**config.mk**
```make
export PLATFORM = sky130hd
export DESIGN_NAME = keypad_code_lock
export DESIGN_NICKNAME = d
export VERILOG_FILES = /design/src/rtl/lock_pkg.sv /design/src/rtl/key_event_sync.sv /design/src/rtl/keypad_code_lock.sv
export SDC_FILE = /design/constraint.sdc
export NUM_CORES = 1
export LEC_CHECK = 0
export ABC_CLOCK_PERIOD_IN_PS = 2200
export CAP_MARGIN = 20
export CORE_MARGIN = 2
export CORE_UTILIZATION = 53
export CTS_BUF_LIST = sky130_fd_sc_hd__clkbuf_8
export CTS_CLUSTER_DIAMETER = 30
export DETAILED_ROUTE_END_ITERATION = 12
export PLACE_DENSITY_LB_ADDON = 0.05
export SYNTH_ARGS = -nofsm -noshare
export SYNTH_HDL_FRONTEND = slang
export SYNTH_SLANG_ARGS = --single-unit
```
**constraint.sdc**
```tcl
create_clock -name hwclk -period 2.2 [get_ports hwclk]
set_clock_uncertainty 0.1 [all_clocks]
set_input_delay 0.66 -clock hwclk [delete_from_list [all_inputs] [get_ports hwclk]]
set_output_delay 0.66 -clock hwclk [all_outputs]
set_load 0.02 [all_outputs]
```
**src/rtl/lock_pkg.sv**
```systemverilog
// Shared state encoding, blink request codes and default key codes for the
// keypad code lock.
package lock_pkg;

    typedef enum logic [2:0] {
        ST_IDLE,
        ST_CHECK,
        ST_UNLOCKED,
        ST_PROGRAM,
        ST_LOCKOUT
    } lock_state_e;

    localparam logic [1:0] BLINK_ACCEPT     = 2'd0;
    localparam logic [1:0] BLINK_REJECT     = 2'd1;
    localparam logic [1:0] BLINK_LOCKOUT    = 2'd2;
    localparam logic [1:0] BLINK_PROGRAMMED = 2'd3;

    localparam logic [3:0] DEFAULT_ENTER_KEY = 4'd11;
    localparam logic [3:0] DEFAULT_CLEAR_KEY = 4'd10;

    function automatic int max_int(input int a, input int b);
        return (a > b) ? a : b;
    endfunction

endpackage

```
**src/rtl/key_event_sync.sv**
```systemverilog
// Brings the scanner's key-held flag into the hwclk domain and turns each key
// release into a single-cycle event carrying the key code.
module key_event_sync #(
    parameter int DIGIT_W = 4
) (
    input  logic               hwclk,
    input  logic               rst_n,
    input  logic               bstate,
    input  logic [DIGIT_W-1:0] button,
    output logic               key_valid,
    output logic [DIGIT_W-1:0] key_code
);

    logic               sync1_q;
    logic               sync2_q;
    logic               prev_q;
    logic [DIGIT_W-1:0] code_q;

    // button is held stable for several cycles after the release, so sampling
    // it every cycle gives a valid code in the cycle the release is seen.
    always_ff @(posedge hwclk or negedge rst_n) begin
        if (!rst_n) begin
            sync1_q <= 1'b0;
            sync2_q <= 1'b0;
            prev_q  <= 1'b0;
            code_q  <= '0;
        end else begin
            sync1_q <= bstate;
            sync2_q <= sync1_q;
            prev_q  <= sync2_q;
            code_q  <= button;
        end
    end

    assign key_valid = prev_q & ~sync2_q;
    assign key_code  = code_q;

endmodule

```
**src/rtl/keypad_code_lock.sv**
```systemverilog
// Multi-digit code entry controller: collects key events, checks them against a
// reprogrammable code, enforces a retry limit with lockout and requests blinks.
module keypad_code_lock
    import lock_pkg::*;
#(
    parameter int                          CODE_LEN       = 4,
    parameter int                          DIGIT_W        = 4,
    parameter int                          MAX_TRIES      = 3,
    parameter int                          LOCKOUT_CYCLES = 36_000_000,
    parameter int                          UNLOCK_CYCLES  = 60_000_000,
    parameter logic [DIGIT_W-1:0]          ENTER_KEY      = DIGIT_W'(DEFAULT_ENTER_KEY),
    parameter logic [DIGIT_W-1:0]          CLEAR_KEY      = DIGIT_W'(DEFAULT_CLEAR_KEY),
    parameter logic [CODE_LEN*DIGIT_W-1:0] RESET_CODE     = {4'd1, 4'd2, 4'd3, 4'd4}
) (
    input  logic                              hwclk,
    input  logic                              rst_n,
    input  logic [DIGIT_W-1:0]                button,
    input  logic                              bstate,
    input  logic                              prog_en,
    output logic                              unlocked,
    output logic                              locked_out,
    output logic [$clog2(CODE_LEN+1)-1:0]     entry_count,
    output logic                              error,
    output logic                              blink_start,
    output logic [1:0]                        blink_type
);

    localparam int CNT_W = $clog2(CODE_LEN + 1);
    localparam int TRY_W = $clog2(MAX_TRIES + 1);
    localparam int TMR_W = $clog2(max_int(LOCKOUT_CYCLES, UNLOCK_CYCLES) + 1);
    localparam int BUF_W = CODE_LEN * DIGIT_W;

    localparam logic [TMR_W-1:0] LOCKOUT_LOAD = TMR_W'(LOCKOUT_CYCLES - 1);
    localparam logic [TMR_W-1:0] UNLOCK_LOAD  = TMR_W'(UNLOCK_CYCLES - 1);
    localparam logic [CNT_W-1:0] FULL_COUNT   = CNT_W'(CODE_LEN);
    localparam logic [TRY_W-1:0] LAST_TRY     = TRY_W'(MAX_TRIES - 1);

    logic               key_valid;
    logic [DIGIT_W-1:0] key_code;

    lock_state_e        state_q;
    logic [BUF_W-1:0]   buf_q;
    logic [CNT_W-1:0]   count_q;
    logic               overflow_q;
    logic [TRY_W-1:0]   tries_q;
    logic [TMR_W-1:0]   timer_q;
    logic [BUF_W-1:0]   code_q;
    logic               unlocked_q;
    logic               locked_out_q;
    logic               error_q;
    logic               blink_start_q;
    logic [1:0]         blink_type_q;

    logic [BUF_W-1:0]   buf_d;
    logic [CNT_W-1:0]   count_d;
    logic               overflow_d;
    logic               is_enter;
    logic               is_clear;
    logic               entry_full;
    logic               code_match;
    logic               timer_done;

    key_event_sync #(
        .DIGIT_W (DIGIT_W)
    ) u_key_sync (
        .hwclk     (hwclk),
        .rst_n     (rst_n),
        .bstate    (bstate),
        .button    (button),
        .key_valid (key_valid),
        .key_code  (key_code)
    );

    // Entry buffer after appending the current key; digits past CODE_LEN keep
    // shifting but poison the entry through the overflow flag.
    always_comb begin
        buf_d      = (buf_q << DIGIT_W) | BUF_W'(key_code);
        count_d    = (count_q == FULL_COUNT) ? count_q : count_q + CNT_W'(1);
        overflow_d = overflow_q | (count_q == FULL_COUNT);
        is_enter   = (key_code == ENTER_KEY);
        is_clear   = (key_code == CLEAR_KEY);
        entry_full = (count_q == FULL_COUNT) && !overflow_q;
        code_match = entry_full && (buf_q == code_q);
        timer_done = (timer_q == '0);
    end

    always_ff @(posedge hwclk or negedge rst_n) begin
        if (!rst_n) begin
            state_q       <= ST_IDLE;
            buf_q         <= '0;
            count_q       <= '0;
            overflow_q    <= 1'b0;
            tries_q       <= '0;
            timer_q       <= '0;
            code_q        <= RESET_CODE;
            unlocked_q    <= 1'b0;
            locked_out_q  <= 1'b0;
            error_q       <= 1'b0;
            blink_start_q <= 1'b0;
            blink_type_q  <= BLINK_ACCEPT;
        end else begin
            error_q       <= 1'b0;
            blink_start_q <= 1'b0;

            case (state_q)
                ST_IDLE: begin
                    if (key_valid) begin
                        if (is_enter) begin
                            state_q <= ST_CHECK;
                        end else if (is_clear) begin
                            buf_q      <= '0;
                            count_q    <= '0;
                            overflow_q <= 1'b0;
                        end else begin
                            buf_q      <= buf_d;
                            count_q    <= count_d;
                            overflow_q <= overflow_d;
                        end
                    end
                end

                ST_CHECK: begin
                    buf_q         <= '0;
                    count_q       <= '0;
                    overflow_q    <= 1'b0;
                    blink_start_q <= 1'b1;
                    if (code_match) begin
                        state_q      <= ST_UNLOCKED;
                        unlocked_q   <= 1'b1;
                        timer_q      <= UNLOCK_LOAD;
                        tries_q      <= '0;
                        blink_type_q <= BLINK_ACCEPT;
                    end else begin
                        error_q <= 1'b1;
                        tries_q <= tries_q + TRY_W'(1);
                        if (tries_q == LAST_TRY) begin
                            state_q      <= ST_LOCKOUT;
                            locked_out_q <= 1'b1;
                            timer_q      <= LOCKOUT_LOAD;
                            blink_type_q <= BLINK_LOCKOUT;
                        end else begin
                            state_q      <= ST_IDLE;
                            blink_type_q <= BLINK_REJECT;
                        end
                    end
                end

                // Expiry is tested before the key so a coincident key is dropped.
                ST_UNLOCKED: begin
                    if (timer_done) begin
                        state_q    <= ST_IDLE;
                        unlocked_q <= 1'b0;
                    end else begin
                        timer_q <= timer_q - TMR_W'(1);
                        if (key_valid && is_enter) begin
                            state_q    <= ST_IDLE;
                            unlocked_q <= 1'b0;
                        end else if (key_valid && is_clear && prog_en) begin
                            state_q    <= ST_PROGRAM;
                            unlocked_q <= 1'b0;
                            buf_q      <= '0;
                            count_q    <= '0;
                            overflow_q <= 1'b0;
                        end
                    end
                end

                ST_PROGRAM: begin
                    if (!prog_en || (key_valid && is_enter && !entry_full)) begin
                        state_q    <= ST_UNLOCKED;
                        unlocked_q <= 1'b1;
                        timer_q    <= UNLOCK_LOAD;
                        error_q    <= 1'b1;
                        buf_q      <= '0;
                        count_q    <= '0;
                        overflow_q <= 1'b0;
                    end else if (key_valid) begin
                        if (is_enter) begin
                            state_q       <= ST_IDLE;
                            code_q        <= buf_q;
                            blink_start_q <= 1'b1;
                            blink_type_q  <= BLINK_PROGRAMMED;
                            buf_q         <= '0;
                            count_q       <= '0;
                            overflow_q    <= 1'b0;
                        end else if (is_clear) begin
                            buf_q      <= '0;
                            count_q    <= '0;
                            overflow_q <= 1'b0;
                        end else begin
                            buf_q      <= buf_d;
                            count_q    <= count_d;
                            overflow_q <= overflow_d;
                        end
                    end
                end

                ST_LOCKOUT: begin
                    if (timer_done) begin
                        state_q      <= ST_IDLE;
                        locked_out_q <= 1'b0;
                        tries_q      <= '0;
                    end else begin
                        timer_q <= timer_q - TMR_W'(1);
                    end
                end

                default: begin
                    state_q <= ST_IDLE;
                end
            endcase
        end
    end

    assign unlocked    = unlocked_q;
    assign locked_out  = locked_out_q;
    assign entry_count = count_q;
    assign error       = error_q;
    assign blink_start = blink_start_q;
    assign blink_type  = blink_type_q;

endmodule

```
=== Word-level counts from Yosys, hierarchy flattened ===
Cells that the tools add are included.

* Input bits: 8
* Word-level logic and storage cells: 151
* Output and inout bits: 9
* Flip-flop bits (word level): 80

* Mux-type cells: 73
* Bitwise operators: 5
* $add $sub $neg: 3
* Eq/ne operators: 28
* Reductions and logical operators: 26

{| class="wikitable"
|+ Operators by type and width
! kind !! count
|-
| 2-to-1 mux 16 bit || 9
|-
| 2-to-1 mux 26 bit || 4
|-
| one-hot mux 26 bit (3 select lines) || 1
|-
| one-hot mux 16 bit (4 select lines) || 1
|-
| 2-to-1 mux 3 bit || 21
|-
| != test 2 bit, second input constant || 15
|-
| zero test 26 bit || 1
|-
| subtractor 26 x 1 -> 26 bit, second input constant || 1
|-
| 2-to-1 mux 1 bit || 21
|-
| AND reduction 4 bit || 5
|-
| == test 16 bit || 1
|-
| OR 16 x 4 -> 16 bit || 1
|-
| one-hot mux 3 bit (5 select lines) || 1
|-
| 2-to-1 mux 2 bit || 7
|-
| one-hot mux 3 bit (4 select lines) || 1
|-
| != test 3 bit, second input constant || 3
|-
| == test 4 bit, second input constant || 2
|-
| one-hot mux 2 bit (2 select lines) || 2
|-
| AND reduction 7 bit || 1
|-
| == test 3 x 2 -> 1 bit, second input constant || 2
|-
| == test 3 bit, second input constant || 2
|-
| logical AND 1 bit || 6
|-
| one-hot mux 1 bit (2 select lines) || 3
|-
| AND reduction 6 bit || 1
|-
| 18 further kinds || 23
|}

=== Depth between registers and ports, before layout ===
Gate-level depths: netlist of run 1.

* Depth in word-level cells: 8
* Depth in mapped cells: 11

=== By module ===
Synthesis of run 1 repeated with hierarchy kept, for this count alone.

* Cell total of the unflattened synthesis: 442
* Area total of the unflattened synthesis: 4311.6 sq um

{| class="wikitable"
|+ By module, submodules not included
! module !! instances !! area each (sq um) !! cells each
|-
| keypad_code_lock || 1 || 4122.7 || 434
|-
| key_event_sync || 1 || 188.9 || 8
|}

=== Worst setup path after synthesis of run 1 ===
No wires, ideal clock.

* Kind: register to register
* Start: register count_q[0] (netlist: entry_count[0])
* End: register timer_q[23]
* Slack: -0.144 ns
* Clock period less this slack: 2.344 ns
* Cell stages (with the launch flop): 11
* Setup time: 0.126 ns
* Data arrival time: 2.118 ns
* Path through: dfrtp_1 inv_1 ha_1 and3b_1 nand4_1 nor3_2 a211oi_2 or2_1 buf_6 buf_6 o32a_1

* Longest elaborated chain between the ends: 7
* Elaborated cells on any way between the ends: 11
* Classes of those cells: 3 x eq/ne; 2 x mux; 6 x reduce/logical

{| class="wikitable"
|+ RTL lines
! element !! RTL line !! text
|-
| start, declared || keypad_code_lock.sv:43 || <nowiki>logic [CNT_W-1:0] count_q;</nowiki>
|-
| start signal, assigned || keypad_code_lock.sv:116 || <nowiki>count_q <= count_d;</nowiki>
|-
| start signal, assigned || keypad_code_lock.sv:192 || <nowiki>count_q <= count_d;</nowiki>
|-
| == test 3 bit (*) || keypad_code_lock.sv:82 || <nowiki>entry_full = (count_q == FULL_COUNT) && !overflow_q;</nowiki>
|-
| logical AND 1 bit (*) || keypad_code_lock.sv:82 ||
|-
| zero test 1 bit || keypad_code_lock.sv:169 || <nowiki>if (!prog_en || (key_valid && is_enter && !entry_full)) begin</nowiki>
|-
| logical AND 1 bit || keypad_code_lock.sv:169 ||
|-
| logical OR 1 bit || keypad_code_lock.sv:169 ||
|-
| != test 2 bit (no source line) || -- ||
|-
| AND reduction 4 bit (no source line) || -- ||
|-
| end signal, assigned || keypad_code_lock.sv:154 || <nowiki>timer_q <= timer_q - TMR_W'(1);</nowiki>
|-
| end signal, assigned || keypad_code_lock.sv:204 || <nowiki>timer_q <= timer_q - TMR_W'(1);</nowiki>
|-
| end, declared || keypad_code_lock.sv:46 || <nowiki>logic [TMR_W-1:0] timer_q;</nowiki>
|}

Every way passes the cells marked *; elsewhere a longest branch is shown, timed or not.
A chain may end at the register's enable or synchronous reset.

=== Final worst setup path of run 1 ===
* Start: register count_q[1] (netlist: entry_count[1])
* End: register timer_q[15]

The elaborated chain is that of the path after synthesis.

==> results of run 1 <==
-- worst max-delay path: cells and delay by family, from the launching register on --
family	cells	cell delay [ns]
AO/OA/AOI/OAI	2	0.45
adder cells (fa/ha/maj)	1	0.13
buffers and inverters	2	0.23
flip-flops	1	0.42
AND/OR/NAND/NOR	4	0.82
-- layout by cell type, fill, tap and decap left out, drive strengths merged, types with 3 or more instances in the layout --
cell type       n
buf            90
dfrtp          75
nand2          54
o21ai          42
nor2           36
a21oi          21
nor3           20
o31ai          18
inv            17
mux2           16
xnor2          14
clkbuf         12
clkdlybuf4s50  11
nand3          11
nor4            8
o32a            6
a31oi           6
nand4           5
dfstp           5
dlygate4sd2     4
and2            4
nand2b          4
nor3b           4
ha              4
xor2            3
nand3b          3
o22a            3
o41ai           3
-- where the power goes --
group	internal (mW)	switching, mW	leakage, nW
Combinational	1.40	1.48	1.39
Clock	0.651	0.601	0.107
Sequential	1.80	0.345	0.992
Total	3.85	2.42	2.49
-- Yosys cell counts, drive strengths merged (2+ instances only) --
| master | instances |
|---|---|
| o41ai | 3 |
| dfrtp | 75 |
| or2 | 2 |
| a41oi | 2 |
| nor4 | 8 |
| and2 | 4 |
| nand3b | 3 |
| and3 | 2 |
| o31ai | 18 |
| and3b | 2 |
| o21ai | 42 |
| nor3b | 4 |
| xor2 | 3 |
| ha | 4 |
| buf | 17 |
| nor2b | 2 |
| nand2 | 54 |
| nor3 | 20 |
| nand2b | 4 |
| o32a | 6 |
| nor2 | 36 |
| a21oi | 21 |
| inv | 14 |
| a22oi | 2 |
| dfstp | 5 |
| or4 | 2 |
| clkbuf | 10 |
| a32oi | 2 |
| o22ai | 2 |
| a31oi | 6 |
| mux2 | 16 |
| and4 | 2 |
| o22a | 3 |
| nand3 | 11 |
| nand4 | 5 |
| a211oi | 2 |
| or3 | 2 |
| xnor2 | 14 |
-- cell type report --
type / instances / area, um2
Clock buffer: 9 / 124
Clock inverter: 7 / 101
Fill cell: 570 / 1970
Inverter: 14 / 52.6
Multi-Input combinational cell: 317 / 2310
Sequential cell: 80 / 2010
Tap cell: 102 / 128
Timing Repair Buffer: 108 / 987
-- kinds of logic after synthesis --
| kind of cell | count (synthesis) | share of synthesized area [%] |
|---|---|---|
| AOI/OAI and AO/OA | 114 | 17.6 |
| xor gates and xnor gates | 17 | 3.54 |
| adders and majority gates | 4 | 1.19 |
| buffers and inverters | 41 | 5.42 |
| DFF | 80 | 47.8 |
| muxes | 17 | 4.52 |
| and+or+nand+nor | 165 | 19.9 |
-- per-stage QoR --
step           hold WS, ns  cell area [um2]  setup TNS [ns]  util [%]
6_report             0.122             5710          -0.300      74.3
5_1_grt              0.149             5710           -2.21      74.3
2_1_floorplan        0.231             4220          -0.154         -
3_5_place_dp         0.245             4890          -18.67      63.7
4_1_cts              0.125             5360         -0.0428      69.8
3_3_place_gp         0.250             4890          -16.47      63.7
-- registers in the layout, summed over array words and instances, names as in the netlist --
| signal | count |
|---|---|
| overflow_q | 1 |
| locked_out | 1 |
| unlocked | 1 |
| code_q | 16 |
| state_q | 3 |
| buf_q | 16 |
| blink_start | 1 |
| u_key_sync.prev_q | 1 |
| u_key_sync.key_code | 4 |
| entry_count | 3 |
| blink_type | 2 |
| u_key_sync.sync1_q | 1 |
| u_key_sync.sync2_q | 1 |
| timer_q | 26 |
| error | 1 |
| tries_q | 2 |
-- timing repair --
item / CTS / global route
pin swaps: 14 / 14
cloned: 1 / 3
buffers inserted: 15 / 10
resized for setup: 34 / 59
endpoints found under the setup margin: 50 / 65
-- final timing paths --
| check | startpoint | endpoint |
|---|---|---|
| max | entry_count[1]$_DFFE_PN0P_ | timer_q[15]$_DFFE_PN0P_ |
| max reg2reg | entry_count[1]$_DFFE_PN0P_ | timer_q[15]$_DFFE_PN0P_ |
| min | rst_n | code_q[10]$_DFFE_PN0P_ |
| min in group hwclk | u_key_sync.sync1_q$_DFF_PN0_ | u_key_sync.sync2_q$_DFF_PN0_ |
| min reg2reg | u_key_sync.sync1_q$_DFF_PN0_ | u_key_sync.sync2_q$_DFF_PN0_ |
| max in group asynchronous | rst_n | code_q[5]$_DFFE_PN1P_ |
-- routing by layer --
layer,wire length [um],vias up
met3,350,20
met1,4780,1777
met5,0,-
li1,-,1760
met2,5330,71
met4,205,0
==> impl_metrics.json, run 1 <==
{
  "root_buffer": "clkbuf_8",
  "startpoint_type": "flop",
  "antenna_found_initial": 0,
  "vias": 3628,
  "clock_sinks": 80,
  "htree_levels": 3,
  "hpwl_um": 6900,
  "max_freq_mhz": 445,
  "rr_worst_depth": 9,
  "yosysSeqAreaShare_pct": 47.8,
  "path_cells": "inv_2, ha_4, and3b_2, nand4_1, nor3_2, a211oi_2, or2_4, buf_12, o32a_1",
  "maxSlewHeadroom_pct": 63.7,
  "violations": "negative setup slack",
  "max-vdd-ir-drop_uv": 722,
  "place_inst": 597,
  "pre_cts_ws_ns": -0.456,
  "hp-class": "primary input to asynchronous set/reset pin",
  "grt_overflow": 0,
  "synth_top_area_share_pct": 44.6,
  "maxCapViolCount": 0,
  "antennaDiodeCount": 0,
  "drt_iter0_markers": 119,
  "place_congestion": 0.926,
  "grt_pass1_wl_um": 17400,
  "drc_errors": 0,
  "cpMaxStageDelayCell": "dfrtp_2",
  "ant_nets": 0,
  "ios": 17,
  "min_period_over_period_pct": 102,
  "cts_buffers": 9,
  "max_stage_delay_ns": 0.42,
  "critical_path_arrival_ns": 2.39,
  "fin_nets": 542,
  "synthTopCellsByArea": "dfrtp_1, o21ai_0, nand2_1, mux2_2, o31ai_1",
  "power_mw": 6.27,
  "r2r_setup_slack_ns": -0.05,
  "setup_ws_ns": -0.0488,
  "vias_per_cell": 5.70,
  "grt_max_degree": 35,
  "ys_async_sr_fraction_pct": 100,
  "syn_nets": 450,
  "ys_warn_count": 0,
  "ys_types": 58,
  "core-area_um2": 7690,
  "synth_cells": 438,
  "start_util_pct": 54.7,
  "synth_area_leader_cell": "dfrtp_1",
  "finalNonFillerCells": 637,
  "synth_area_um2": 4200,
  "crit_fanout": 6,
  "synth_edf_count": 0,
  "min_period_ns": 2.25,
  "grtUsageMet3_pct": 3.95,
  "setup_violations": 11,
  "wire_per_inst_um": 16.7,
  "placementRows": 32,
  "routed_wl_um": 10700,
  "syn_area_per_cell_um2": 9.60,
  "dr.pass1.iters": 4,
  "die_w_um": 93.1,
  "grt_use_total_pct": 25.2,
  "drv_slew": 0,
  "busiest_layer": "met2",
  "rsz0062_at_grt": "yes",
  "path_class": "flop to flop",
  "io_buffers": 16,
  "p_leak_nw": 2.49,
  "synth_ff_type": "dfrtp_1",
  "path_clk_slew_ns": 0.09,
  "die_area_um2": 8660,
  "drive_gt1_share_pct": 37.0,
  "tritoncts": "yes",
  "status": "finished, violations left",
  "insertion_delay_ns": 0.36,
  "ctsHoldBuffers": 0,
  "grt_use_met1_pct": 34.7,
  "hold_violations": 0,
  "cts_max_path_buffers": 2,
  "critPathRequiredTime_ns": 2.34,
  "area_growth_pct": 35.9,
  "worstMarginPinSlew_ns": 0.539,
  "p_per_area_nw_per_um2": 1100,
  "grt_pass1_vias": 3591,
  "critPathCaptureType": "flop",
  "ys_ff_latch": 80,
  "dieHeight_um": 93.1,
  "globalRouteMet2Util_pct": 40.9
}
Power figures use the tool's default switching activity.
==> run 2: changes to the inputs <==
--- a/config.mk
+++ b/config.mk
@@ -5,7 +5,8 @@
 export SDC_FILE = /design/constraint.sdc
 export NUM_CORES = 1
 export LEC_CHECK = 0
-export ABC_CLOCK_PERIOD_IN_PS = 2200
+export ABC_AREA = 1
+export ABC_CLOCK_PERIOD_IN_PS = 2100
 export CAP_MARGIN = 20
 export CORE_MARGIN = 2
 export CORE_UTILIZATION = 53
==> constraint.sdc (replaced) <==
create_clock -name hwclk -period 2.1 [get_ports hwclk]
set_clock_uncertainty 0.1 [all_clocks]
set_input_delay 0.63 -clock hwclk [delete_from_list [all_inputs] [get_ports hwclk]]
set_output_delay 0.63 -clock hwclk [all_outputs]
set_load 0.02 [all_outputs]
==> run 2 against run 1 <==
Net effect:
- die area up 12%
- critical path depth down 8
- the run now ends clean
- worst hold slack worse by 0.027 ns
==> impl_metrics.json, run 2 <==
{
  "root_buffer": "clkbuf_8",
  "min_period_over_period_pct": 96.6,
  "drive_gt1_share_pct": 14.0,
  "grt_pass1_wl_um": 19300,
  "rr_worst_depth": 12,
  "maxSlewHeadroom_pct": 61.7,
  "syn_nets": 690,
  "critical_path_arrival_ns": 1.30,
  "cts_buffers": 9,
  "synth_common_cells": "nand2_1, nor2_1, dfrtp_1, inv_1, nand3_1",
  "wire_per_inst_um": 13.1,
  "max_stage_delay_ns": 0.60,
  "synth_top_area_share_pct": 39.5,
  "dieHeight_um": 98.7,
  "startpoint_type": "flop",
  "setup_violations": 0,
  "area_growth_pct": 16.7,
  "vias": 4337,
  "grt_use_total_pct": 24.4,
  "die_area_um2": 9740,
  "synth_ff_type": "dfrtp_1",
  "placementRows": 34,
  "hp-class": "primary input to asynchronous set/reset pin",
  "synth_area_um2": 4750,
  "p_leak_nw": 2.86,
  "drv_slew": 0,
  "top_regs": "timer_q: 26 flops, buf_q: 16 flops, code_q: 16 flops",
  "synth-simple-area-share_pct": 40.1,
  "largest-register": "timer_q",
  "ys_ff_latch": 80,
  "synthMuxAreaShare_pct": 0,
  "die_w_um": 98.7,
  "routed_wl_um": 11000,
  "grt_pass1_vias": 4015,
  "ant_nets": 0,
  "htree_levels": 3,
  "yosysSeqAreaShare_pct": 42.3,
  "io_buffers": 16,
  "worstReg2RegStart": "timer_q[0]$_DFFE_PN0P_",
  "largest_reg_flops": 26,
  "synth_top_family_by_area": "simple AND/OR/NAND/NOR gates",
  "grt_max_degree": 32,
  "max_freq_mhz": 493,
  "pre_cts_ws_ns": -0.256,
  "yosysMostFrequentCell": "nand2_1",
  "syn_area_per_cell_um2": 7.01,
  "min_period_ns": 2.03,
  "cts_max_path_buffers": 2,
  "critPathCaptureType": "primary output",
  "cpMaxStageDelayCell": "clkdlybuf4s50_1",
  "critPathRequiredTime_ns": 1.37,
  "ys_warn_count": 0,
  "rsz0062_at_grt": "no",
  "start_util_pct": 54.5,
  "crit_family": "buffers and inverters",
  "vias_per_cell": 5.19,
  "tritoncts": "yes",
  "core-area_um2": 8720,
  "grt_overflow": 0,
  "maxCapViolCount": 0,
  "place_congestion": 0.936,
  "antennaDiodeCount": 0,
  "drc_errors": 0,
  "ys_async_sr_fraction_pct": 100,
  "p_per_area_nw_per_um2": 1170,
  "cp_num_buf_inv": 1,
  "ys_types": 33,
  "hold_violations": 0,
  "worstMarginPinSlew_ns": 0.574,
  "path_cells": "clkdlybuf4s50_1",
  "synth_compound_area_share_pct": 5.95,
  "finalNonFillerCells": 836,
  "crit_fanout": 2,
  "layout_commonest_cell": "nand2_1",
  "antenna_found_initial": 0,
  "dr.pass1.iters": 5,
  "insertion_delay_ns": 0.35,
  "status": "complete, no violations",
  "synth_xor_area_share_pct": 2.40,
  "final_cell_mix": "nand2_1, nor2_1, dfrtp_1",
  "setup_ws_ns": 0.0710,
  "place_inst": 811,
  "path_class": "flop to primary output",
  "max-vdd-ir-drop_uv": 808,
  "r2r_end": "timer_q[0]$_DFFE_PN0P_",
  "ctsHoldBuffers": 0,
  "synth_edf_count": 0,
  "synth_area_leader_cell": "dfrtp_1",
  "synth_cells": 678,
  "drt_iter0_markers": 292,
  "path_clk_slew_ns": 0.09,
  "synthAdderAreaFrac_pct": 1.05,
  "ios": 17,
  "hpwl_um": 7880,
  "r2r_setup_slack_ns": 0.12,
  "clock_sinks": 80,
  "synthTopCellsByArea": "dfrtp_1, nand2_1, nand3_1, nor2_1, inv_1",
  "fin_nets": 735
}
==> run 2: cell types whose count changed after synthesis, moves of 8 or more <==
cell / change
nand2_1: +194
nor3_1: -13
mux2_2: -16
inv_1: +53
o21ai_1: +11
o21ai_0: -27
nor2_2: +8
o31ai_1: -18
nor2_1: +50
xnor2_1: -8
nand3_1: +55
==> run 2: metrics by stage <==
stage	cell area (um2)	hold slack, ns	power [mW]	TNS [ns]	utilization [%]
CTS	5460	0.106	6.45	0	62.6
global placement	5170	0.243	4.96	-9.38	59.3
floorplan	4750	0.231	4.19	0	-
global route	5540	0.110	7.04	0	63.6
finish	5540	0.0958	6.50	0	63.6
detailed placement	5170	0.236	5.03	-9.88	59.3
==> run 2: area by class of cell <==
type | count | area [um2]
Clock buffer | 10 | 138
Multi-Input combinational cell | 510 | 2430
Timing Repair Buffer | 48 | 467
Tap cell | 108 | 135
Clock inverter | 6 | 82.6
Fill cell | 793 | 3180
Inverter | 74 | 278
Sequential cell | 80 | 2010
==> run 2: power by group <==
| part | leakage, nW | switching (mW) | internal, mW |
|---|---|---|---|
| registers | 0.952 | 0.386 | 1.92 |
| logic | 1.79 | 1.76 | 1.16 |
| clock network | 0.112 | 0.569 | 0.696 |
==> run 2: how the worst max path moves through the flow <==
stage | startpoint | endpoint | cells past startpoint | slack [ns]
2_1_floorplan | entry_count[0]$_DFFE_PN0P_ | timer_q[17]$_DFFE_PN0P_ | 14 | 0.09
3_3_place_gp | prog_en | timer_q[15]$_DFFE_PN0P_ | 8 | -0.24
3_5_place_dp | prog_en | timer_q[20]$_DFFE_PN0P_ | 8 | -0.26
4_1_cts | entry_count[0]$_DFFE_PN0P_ | unlocked$_DFFE_PN0P_ | 14 | 0.04
5_1_grt | entry_count[0]$_DFFE_PN0P_ | code_q[7]$_DFFE_PN0P_ | 12 | 0.002
6_report | unlocked$_DFFE_PN0P_ | unlocked | 1 | 0.07
==> run 2: cell families (layout without fill, tap and decap cells) <==
kind of cell    Yosys count  after routing
xor+xnor                 13             13
fa+ha+maj                 4              4
buf+inv                  89            138
flops                    80             80
simple gates            442            442
compound gates           50             51
==> run 2: metal layers <==
layer,share of wire [%],track usage (%),up-vias
li1,-,-,2213
met1,50,37.2,2011
met2,44,36.8,102
met3,4.4,4.04,11
met4,1.0,5.80,0
met5,0,0,-
==> run 2: repair_timing <==
action | CTS | global route
resized for setup | 8 | 21
endpoints found under the setup margin | 29 | 59
cloned | 1 | 0
setup buffers | 6 | 2
pin swaps | 2 | 6
==> run 3: changes to the inputs <==
--- a/config.mk
+++ b/config.mk
@@ -8,8 +8,10 @@
 export ABC_AREA = 1
 export ABC_CLOCK_PERIOD_IN_PS = 2100
 export CAP_MARGIN = 20
+export CELL_PAD_IN_SITES_DETAIL_PLACEMENT = 1
+export CELL_PAD_IN_SITES_GLOBAL_PLACEMENT = 1
 export CORE_MARGIN = 2
-export CORE_UTILIZATION = 53
+export CORE_UTILIZATION = 46
 export CTS_BUF_LIST = sky130_fd_sc_hd__clkbuf_8
 export CTS_CLUSTER_DIAMETER = 30
 export DETAILED_ROUTE_END_ITERATION = 12
==> run 3 against run 2 <==
Net effect:
- sequential share of layout area fell by 4.8 points
- the flow now finishes with violations (negative setup slack)
- core utilization shrank 0.66 points
- critical path depth rose by 9
- combinational power grew 53%
- first-iteration DRC count shrank 38%
- critical endpoint is now buf_q[2]$_DFFE_PN0P_
- cell count is 8.0% higher
- highest routed layer unchanged
==> impl_metrics.json, run 3 (same netlist as run 2, synthesis figures left out) <==
{
  "place_area_um2": 5430,
  "fin_nets": 774,
  "cp_common_cell": "nand2_1",
  "area_growth_pct": 34.8,
  "p_leak_nw": 3.27,
  "max_freq_mhz": 450,
  "start_util_pct": 46.6,
  "max-vdd-ir-drop_uv": 694,
  "setup_tns_ns": -1.33,
  "layout_commonest_cell": "nand2_1",
  "placementRows": 37,
  "maxCapViolCount": 0,
  "grt_overflow": 0,
  "min_period_over_period_pct": 106,
  "min_period_ns": 2.22,
  "root_buffer": "clkbuf_8",
  "startpoint_type": "flop",
  "io_buffers": 16,
  "crit_family": "simple AND/OR/NAND/NOR gates",
  "grt_use_total_pct": 29.1,
  "nFillCells": 1277,
  "dieHeight_um": 106,
  "largest_reg_flops": 26,
  "final_cell_mix": "nand2_1, nor2_1, dfrtp_1",
  "setup_violations": 41,
  "r2r_end": "buf_q[2]$_DFFE_PN0P_",
  "grt_pass1_vias": 5154,
  "drt_iter0_markers": 182,
  "setup_ws_ns": -0.120,
  "ctsHoldBuffers": 0,
  "rr_worst_depth": 10,
  "critPathRequiredTime_ns": 2.29,
  "critPathCaptureType": "flop",
  "cts_buffers": 9,
  "top_regs": "timer_q: 26 flops, buf_q: 16 flops, code_q: 16 flops",
  "violations": "negative setup slack",
  "largest-register": "timer_q",
  "die_w_um": 106,
  "finalNonFillerCells": 903,
  "tritoncts": "yes",
  "vias_per_cell": 5.55,
  "core-area_um2": 10200,
  "vias": 5015,
  "dr.pass1.iters": 5,
  "drv_slew": 0,
  "p_per_area_nw_per_um2": 1300,
  "antennaDiodeCount": 0,
  "critical_path_arrival_ns": 2.41,
  "path_cells": "inv_1, nand2_1, nor3_1, nand2_1, nand2_1, nand3_1, nor2_4, nand2_4, clkbuf_16, o21ai_1",
  "path_class": "flop to flop",
  "place_congestion": 0.930,
  "wire_per_inst_um": 19.9,
  "final_util_pct": 62.9,
  "htree_levels": 3,
  "crit_fanout": 8,
  "pre_cts_ws_ns": -0.332,
  "cts_max_path_buffers": 2,
  "antenna_found_initial": 0,
  "hold_violations": 0,
  "hpwl_um": 10500,
  "power_mw": 8.33,
  "hold-worst-slack_ns": 0.0840,
  "stdcell_area_um2": 6410,
  "insertion_delay_ns": 0.38,
  "worstMarginPinSlew_ns": 0.645,
  "grt_max_degree": 32,
  "clock_sinks": 80,
  "status": "finished, violations left",
  "drc_errors": 0,
  "cp_num_buf_inv": 2,
  "hp-class": "primary input to asynchronous set/reset pin",
  "drive_gt1_share_pct": 26.9,
  "path_clk_slew_ns": 0.09,
  "worstReg2RegStart": "u_key_sync.key_code[2]$_DFF_PN0_",
  "max_stage_delay_ns": 0.43,
  "ant_nets": 0,
  "ios": 17,
  "rsz0062_at_grt": "yes",
  "place_inst": 867,
  "cpMaxStageDelayCell": "nor3_1",
  "routed_wl_um": 18000,
  "die_area_um2": 11200,
  "r2r_setup_slack_ns": -0.12,
  "maxSlewHeadroom_pct": 56.9,
  "grt_pass1_wl_um": 25600
}
run 3: cell count changes in the layout (fill, tap and decap cells not counted), moves of 4 or more:
cell       before  now
buf_4          26   50
buf_6           2    8
clkbuf_16       0    6
nand2_1       244  197
nand2_2         6   37
nand2_4         7   21
nand3_1        66   59
nand3_2         3    7
o21ai_0        13    9
o21ai_2         1    6
run 3: final cells by class:
cell class	count	area, um2	share of cell area (%)
clock buffers	11	151	2.36
clock inverters	5	97.6	1.52
inverters	74	284	4.43
multi-input cells	510	2760	43.1
flip-flops and latches	80	2010	31.4
well taps	136	170	2.66
repair buffers	87	930	14.5
run 3: report_power, final:
group          leakage, nW  internal [mW]  switching (mW)  total [mW]
Combinational         2.19           1.91            2.58        4.49
Clock                0.132          0.848           0.631        1.48
Sequential           0.949           1.92           0.441        2.36
run 3: timing repair:
action                                  in CTS  in global routing
endpoints found under the setup margin      48                 56
cloned                                       2                  6
resized for setup                           19                113
buffers inserted                             7                  5
pin swaps                                    5                 33
run 3: layer usage:
metal | vias up | track usage [%] | part of all wire [%]
met2 | 132 | 51.9 | 54
met4 | 0 | 12.9 | 4.4
met1 | 2525 | 34.2 | 39
li1 | 2291 | - | -
met5 | - | 0 | 0
met3 | 67 | 5.07 | 3.0
run 3: how the worst max path moves through the flow:
| stage | start | endpoint | slack, ns | cells after the start |
|---|---|---|---|---|
| final | u_key_sync.key_code[2]$_DFF_PN0_ | buf_q[2]$_DFFE_PN0P_ | -0.12 | 10 |
| after global routing | u_key_sync.key_code[2]$_DFF_PN0_ | buf_q[2]$_DFFE_PN0P_ | -0.20 | 10 |
| after CTS | entry_count[0]$_DFFE_PN0P_ | buf_q[4]$_DFFE_PN0P_ | -0.04 | 13 |
| after detailed placement | prog_en | buf_q[6]$_DFFE_PN0P_ | -0.33 | 10 |
| after global placement | prog_en | timer_q[4]$_DFFE_PN0P_ | -0.20 | 8 |
| after floorplan | entry_count[0]$_DFFE_PN0P_ | timer_q[17]$_DFFE_PN0P_ | 0.09 | 14 |
